## src/rtl/reduce_gate_pipe.sv

```systemverilog
// N-bit selectable reduction (AND/OR/XOR/NAND) behind a one-entry valid/ready register.
// Optional z_rise output when REDUCE_EDGE_DET_EN is defined.
module reduce_gate_pipe #(
   parameter int N_IN  = 3,
   parameter int CNT_W = 8
) (
   input  logic             clk,
   input  logic             rst_n,
   input  logic             in_valid,
   output logic             in_ready,
   input  logic [N_IN-1:0]  in_data,
   input  logic [1:0]       mode,
   output logic             out_valid,
   input  logic             out_ready,
   output logic             out_z,
   input  logic             clr_count,
   output logic [CNT_W-1:0] hi_count
`ifdef REDUCE_EDGE_DET_EN
   ,
   output logic             z_rise
`endif
);

   localparam logic [0:0] EMPTY = 1'b0;
   localparam logic [0:0] FULL  = 1'b1;
   localparam logic [CNT_W-1:0] CNT_MAX = {CNT_W{1'b1}};

   logic [0:0] state;
   logic       z_next;
   logic       accept;
   logic       consume;

   assign out_valid = (state == FULL);
   assign in_ready  = !out_valid || out_ready;
   assign accept    = in_valid && in_ready;
   assign consume   = out_valid && out_ready;

   always_comb begin
      z_next = 1'b0;
      unique case (mode)
         2'b00: z_next = &in_data;
         2'b01: z_next = |in_data;
         2'b10: z_next = ^in_data;
         2'b11: z_next = ~&in_data;
      endcase
   end

   always_ff @(posedge clk or negedge rst_n) begin
      if (!rst_n) begin
         state <= EMPTY;
         out_z <= 1'b0;
      end else if (accept) begin
         state <= FULL;
         out_z <= z_next;
      end else if (consume) begin
         state <= EMPTY;
      end
   end

   // Clear has priority over a same-edge increment.
   always_ff @(posedge clk or negedge rst_n) begin
      if (!rst_n) begin
         hi_count <= '0;
      end else if (clr_count) begin
         hi_count <= '0;
      end else if (consume && out_z && hi_count != CNT_MAX) begin
         hi_count <= hi_count + 1'b1;
      end
   end

`ifdef REDUCE_EDGE_DET_EN
   logic prev_z;

   // prev_z resets high so the first accepted 1 does not pulse.
   always_ff @(posedge clk or negedge rst_n) begin
      if (!rst_n) begin
         prev_z <= 1'b1;
         z_rise <= 1'b0;
      end else if (accept) begin
         prev_z <= z_next;
         z_rise <= z_next && !prev_z;
      end else begin
         z_rise <= 1'b0;
      end
   end
`endif

endmodule

```

## config.mk

```make
export PLATFORM = sky130hd
export DESIGN_NAME = reduce_gate_pipe
export DESIGN_NICKNAME = d
export VERILOG_FILES = /design/src/rtl/reduce_gate_pipe.sv
export SDC_FILE = /design/constraint.sdc
export NUM_CORES = 1
export LEC_CHECK = 0
export CORE_MARGIN = 2
export CORE_UTILIZATION = 43
export CTS_CLUSTER_SIZE = 24
export DETAILED_ROUTE_END_ITERATION = 16
export PLACE_DENSITY = 0.84
export SYNTH_ARGS = -nofsm -noshare
export SYNTH_HDL_FRONTEND = slang
export SYNTH_SLANG_ARGS = --single-unit
```

## constraint.sdc

```tcl
create_clock -name clk -period 1.8 [get_ports clk]
set_clock_uncertainty 0.2 [all_clocks]
set_input_delay 0.54 -clock clk [delete_from_list [all_inputs] [get_ports clk]]
set_output_delay 0.54 -clock clk [all_outputs]
set_load 0.03 [all_outputs]
```

==> summary.txt, run 1 <==
Reg area: 253 sq um
CTS tree: yes
post-route clock period utilization: 97.3%
Final Hold Vio Count: 0
Max-cap violations: 0
crit path buf inv count: 1
Die Height: 41.8 um
DRT Wirelength: 1290 um
port bufs: 20
first-pass GRT wire length: 2240 um
Worst-path clk slew: 70 ps
n_diodes: 0
syn_nets: 76
layout cells sized above 1: 38.5%
Tmin final: 1750 ps
clk sinks: 10
Residual DRC: 0
grt total ovfl: 0
Pre-antenna DRT Iters: 2
HPWL Detailed: 1050 um
Syn Inst Count: 63
Fillers: 110
Total GRT Usage: 16.7%
Critical Path RT: 1060 ps
CTS buffer count: 3
clock tree root buffer cell: clkbuf_4
delay-heaviest family, CP: flip-flops
H-tree levels: 1
worst-path cell chain: dlygate4sd2_1
CP max stage delay: 400 ps
commonest cells after routing, fill and taps aside: 13 x buf_4, 8 x dfrtp_1, 6 x nor2_1, 6 x clkdlybuf4s50_1, 4 x a21oi_1
row count: 13
largest net degree at the start of global routing: 11
Power Dens Cells: 635 nW/um^2
Seq cells post-synth: 10
maximum VDD drop: 386 uV
max-slew violations: 0
synthesized area: 614 sq um
DRT iter0 DRCs: 5
Core Area: 1320 sq um
Fmax achieved: 571 MHz
clock buffer depth: 2
via/cell ratio: 5.42
post-route cell area: 912 sq um
vias: 574
dpl cells: 102
Ys Warns: 0
count of final setup violators: 0
GPL Wtd Cong: 0.747
Distinct cells, synth: 33
Crit. End Element: output pin
vias in the first global route: 559
Hold WC Path Type: flop to flop
Die Width: 41.8 um
crit-path max FO: 2
Worst Max-Slew Pin Slew: 457 ps
Area growth syn-to-layout: 48.5%
RSZ-0062 raised after global routing: no
Area after DPL: 847 sq um
Syn Area/Cell: 9.75 sq um
Startpoint Class: flop
outcome: finished clean
final hold slack: 380 ps
Leak Pwr: 0.411 nW
Final Core Density: 69.2%
post-route antenna net violation count: 0
later-pin clock latency in the skew report: 260 ps
Worst Path Arrival: 1010 ps
critical path class: flop to output pin
NumNets Final: 105
Starting Density: 46.6%
initial antenna violation count: 0
area of the multi-input gates: 373 sq um
IO Pins: 21
DR WL/cell: 12.1 um
CTS Hold Bufs: 0
most common cell after layout, fill and taps aside: buf_4
Worst path slowest cell: dfrtp_2
Finished Layout Cells: 106
Seq/Total Area, Yosys: 40.7%
final setup TNS: 0 ps
relative slew slack: 69.5%
Die ar.: 1750 sq um
-- kinds of logic (layout without fill, tap and decap cells) --
group | Yosys count | in the layout | synth area share [%]
DFF | 10 | 10 | 40.7
adders and majority gates | 3 | 3 | 6.11
muxes | 2 | 2 | 4.07
xor gates and xnor gates | 2 | 2 | 2.85
buffers and inverters | 5 | 33 | 3.05
and+or+nand+nor | 26 | 26 | 25.1
AOI/OAI and AO/OA | 15 | 15 | 18.1
-- per-stage QoR --
stage               worst slack (ps)  total power [mW]
floorplan                       90.0             0.312
global placement                -352             0.373
detailed placement              -419             0.376
CTS                             23.3             0.586
global route                    15.3             0.608
finish                          48.4             0.579
-- synthesized netlist by cell type --
cell	instances	area, sq um
a31oi_1	1	6.26
a21boi_0	1	7.51
nand3_2	1	10.0
nand2b_1	2	12.5
xnor2_1	1	8.76
o21ai_0	2	10.0
o2111ai_1	1	8.76
a311oi_1	1	8.76
and4b_2	1	11.3
o21ai_4	1	16.3
nor2_1	6	22.5
nand2_1	3	11.3
ha_1	3	37.5
xor2_1	1	8.76
a211oi_1	2	15.0
nand3_1	2	10.0
nor3_1	1	5.00
or3_1	1	6.26
dfrtp_1	10	250
buf_1	1	3.75
o211ai_1	1	7.51
mux2i_1	1	10.0
nand4_1	1	6.26
and3_4	1	11.3
and2_1	3	18.8
and3_1	1	6.26
a21oi_1	4	20.0
nor2b_1	1	6.26
and3_2	1	7.51
nor2b_2	1	8.76
mux2_4	1	15.0
inv_1	4	15.0
o221a_2	1	11.3
-- registers in the layout, summed over array words and instances (netlist names) --
signal and cells:
hi_count 8, out_valid 1, out_z 1
-- routing by layer --
metal,GRT usage [%],vias up,share of wire (%)
met4,7.74,0,0.93
met5,0,-,0
met1,17.1,274,42
met3,2.61,2,3.7
li1,-,285,-
met2,32.2,13,53
-- layout make-up --
cell class | count | area share, %
inverters | 4 | 1.65
multi-input cells | 48 | 40.9
repair buffers | 25 | 23.7
flip-flops and latches | 10 | 27.7
clock buffers | 4 | 3.98
well taps | 15 | 2.06
-- power breakdown --
group / internal, mW / total [mW] / leakage, nW / switching [mW]
clock: 0.123 / 0.202 / 0.0210 / 0.0798
combinational: 0.0655 / 0.132 / 0.261 / 0.0670
sequential: 0.235 / 0.244 / 0.129 / 0.00948
total: 0.423 / 0.579 / 0.411 / 0.156
-- tightest hold or removal path, delay by kind of cell (launching register included) --
family	cells	cell delay, ps
flip-flops	1	410
AND/OR/NAND/NOR	2	140
-- timing repair --
item                       CTS  global route
setup endpoints to repair    5             4
setup buffers                0             0
pin swaps                    1             1
gates resized for setup     14             1
-- path summary, 6_finish.rpt --
kind	start	end	slack, ps	cells after the start
hold reg to reg	out_valid$_DFFE_PN0P_	out_valid$_DFFE_PN0P_	380	2
max in group asynchronous	rst_n	hi_count[1]$_DFFE_PN0P_	670	1
setup reg to reg	hi_count[1]$_DFFE_PN0P_	hi_count[3]$_DFFE_PN0P_	90	6
min in group asynchronous	rst_n	hi_count[5]$_DFFE_PN0P_	390	1
hold / removal	out_valid$_DFFE_PN0P_	out_valid$_DFFE_PN0P_	380	2
setup / recovery	hi_count[1]$_DFFE_PN0P_	hi_count[1]	50	1
(Power assumes the default switching activity.)
==> run 2: changes to the inputs <==
==> constraint.sdc (replaced) <==
create_clock -name clk -period 1.75 [get_ports clk]
set_clock_uncertainty 0.2 [all_clocks]
set_input_delay 0.525 -clock clk [delete_from_list [all_inputs] [get_ports clk]]
set_output_delay 0.525 -clock clk [all_outputs]
set_load 0.03 [all_outputs]
==> run 2 against run 1 <==
  * Setup slack lost 13 ps
  * Register-to-register slack gained 40 ps
  * Sequential power grew 3%
  * Sequential share of layout area grew 0.58 points
  * Die area is the same
  * Cell area shrank 2.1%
  * Clock power shrank 23%
  * Non-clock buffer count is the same
  * Largest power group unchanged
  * Highest routed layer unchanged
==> summary.txt, run 2 (same netlist as run 1, synthesis figures left out) <==
most common cell after layout, fill and taps aside: buf_4
Die Width: 41.8 um (unchanged)
Die ar.: 1750 sq um (unchanged)
commonest cells after routing, fill and taps aside: 15 x buf_4, 8 x dfrtp_1, 6 x nor2_1, 6 x clkdlybuf4s50_1, 4 x a21oi_1
Critical Path RT: 1020 ps (-40 ps)
Tmin final: 1710 ps
n_diodes: 0 (unchanged)
grt total ovfl: 0 (unchanged)
largest register by flop count: hi_count
maximum VDD drop: 455 uV (+18%)
Area after DPL: 835 sq um (-1.5%)
via/cell ratio: 5.31 (-1.9%)
relative slew slack: 69.0% (-0.47 points)
Worst R2R Setup Slack: 130 ps (+40 ps)
Hold WC Path Type: input port to async pin
Startpoint Class: input port
layout cells sized above 1: 38.9% (+0.43 points)
HPWL Detailed: 1020 um (-3.0%)
vias in the first global route: 515 (-7.9%)
count of final setup violators: 0 (unchanged)
final setup TNS: 0 ps (unchanged)
post-route clock period utilization: 98.0%
outcome: finished clean
Worst-path clk slew: 70 ps (about the same)
R2R Path End: hi_count[3]$_DFFE_PN0P_
first-pass GRT wire length: 2180 um (-2.5%)
Power Dens Cells: 609 nW/um^2 (-4.0%)
Max-cap violations: 0 (unchanged)
clk sinks: 10 (unchanged)
crit-path max FO: 2 (unchanged)
post-route cell area: 893 sq um (-2.1%)
Crit. End Element: output pin
critical path class: input port to output pin
DRT iter0 DRCs: 7 (+2)
Final Hold Vio Count: 0 (unchanged)
initial antenna violation count: 0 (unchanged)
Total GRT Usage: 17.4% (+0.71 points)
Starting Density: 46.6% (unchanged)
post-route antenna net violation count: 0 (unchanged)
row count: 13 (unchanged)
Area growth syn-to-layout: 45.4%
CTS tree: yes
R2R Path Start: hi_count[0]$_DFFE_PN0P_
largest net degree at the start of global routing: 11 (unchanged)
Leak Pwr: 0.400 nW (-2.7%)
clock tree root buffer cell: clkbuf_4
Power Total: 544 uW (-6.0%)
vias: 558 (-2.8%)
Die Height: 41.8 um (unchanged)
H-tree levels: 1 (unchanged)
Fmax achieved: 583 MHz
Final Core Density: 67.8% (-1.4 points)
Core Area: 1320 sq um (unchanged)
Pre-antenna DRT Iters: 3 (+1)
Reg2Reg Depth: 5 (-1)
DRT Wirelength: 1310 um (+1.9%)
DR WL/cell: 12.5 um (+2.9%)
later-pin clock latency in the skew report: 270 ps (about the same)
RSZ-0062 raised after global routing: no
Worst Path Arrival: 990 ps (-20 ps)
max FFs per register: 8 (unchanged)
CTS Hold Bufs: 0 (unchanged)
Residual DRC: 0 (unchanged)
CTS buffer count: 3 (unchanged)
NumNets Final: 105 (unchanged)
port bufs: 20 (unchanged)
IO Pins: 21 (unchanged)
max-slew violations: 0 (unchanged)
clock buffer depth: 2 (unchanged)
Worst Max-Slew Pin Slew: 464 ps (+7.09 ps)
GPL Wtd Cong: 0.745 (-0.28%)
[run 2: changes by cell type in the layout (fill, tap and decap cells not counted)]
cell             previous run  this run
clkbuf_8                    1         0
dlygate4sd2_1               3         2
buf_4                      13        15
clkdlybuf4s15_2             1         0
[run 2: how the worst max path moves through the flow]
stage | slack [ps] | start | endpoint | cells after the start
after CTS | 40 | out_ready | in_ready | 3
final | 40 | out_ready | in_ready | 3
after detailed placement | -480 | in_data[0] | out_z$_DFFE_PN0P_ | 6
after global routing | 10 | out_ready | in_ready | 3
after floorplan | 40 | hi_count[0]$_DFFE_PN0P_ | hi_count[3]$_DFFE_PN0P_ | 5
after global placement | -390 | in_data[0] | out_z$_DFFE_PN0P_ | 6
[run 2: metrics by stage]
step | setup slack (ps) | hold WS [ps] | std cells
5_1_grt | 12.6 | 415 | 105
4_1_cts | 42.2 | 380 | 105
2_1_floorplan | 40.0 | 29.4 | 63
3_3_place_gp | -387 | 340 | 101
3_5_place_dp | -476 | 345 | 101
6_report | 35.5 | 376 | 105
[run 2: power breakdown]
| part | internal (mW) | switching [mW] | leakage, nW |
|---|---|---|---|
| combinational | 0.0678 | 0.0690 | 0.257 |
| sequential | 0.242 | 0.0104 | 0.129 |
| clock | 0.0793 | 0.0761 | 0.0138 |
| total | 0.389 | 0.155 | 0.400 |
[run 2: worst max-delay path, stage by stage]
cell and delay, ps:
clkdlybuf4s15_1 180, nand2b_4 150, buf_6 130
[run 2: cell type report]
class | instances | area, sq um
clock buffer | 3 | 22.5
fill | 110 | 424
inverter | 4 | 15.0
multi-input combinational | 48 | 373
sequential | 10 | 253
tap | 15 | 18.8
timing repair buffer | 25 | 211
[run 2: routing by layer]
metal	up-vias	GRT usage (%)	wire length, um
li1	287	-	-
met1	252	18.9	540
met2	15	27.8	669
met3	4	3.91	48
met4	0	15.5	51
met5	-	0	0
[run 2: timing repair]
action	CTS	global route
endpoints found under the setup margin	5	2
pin swaps	1	0
resized for setup	10	1
hold endpoints to repair	0	0
buffers inserted	1	0
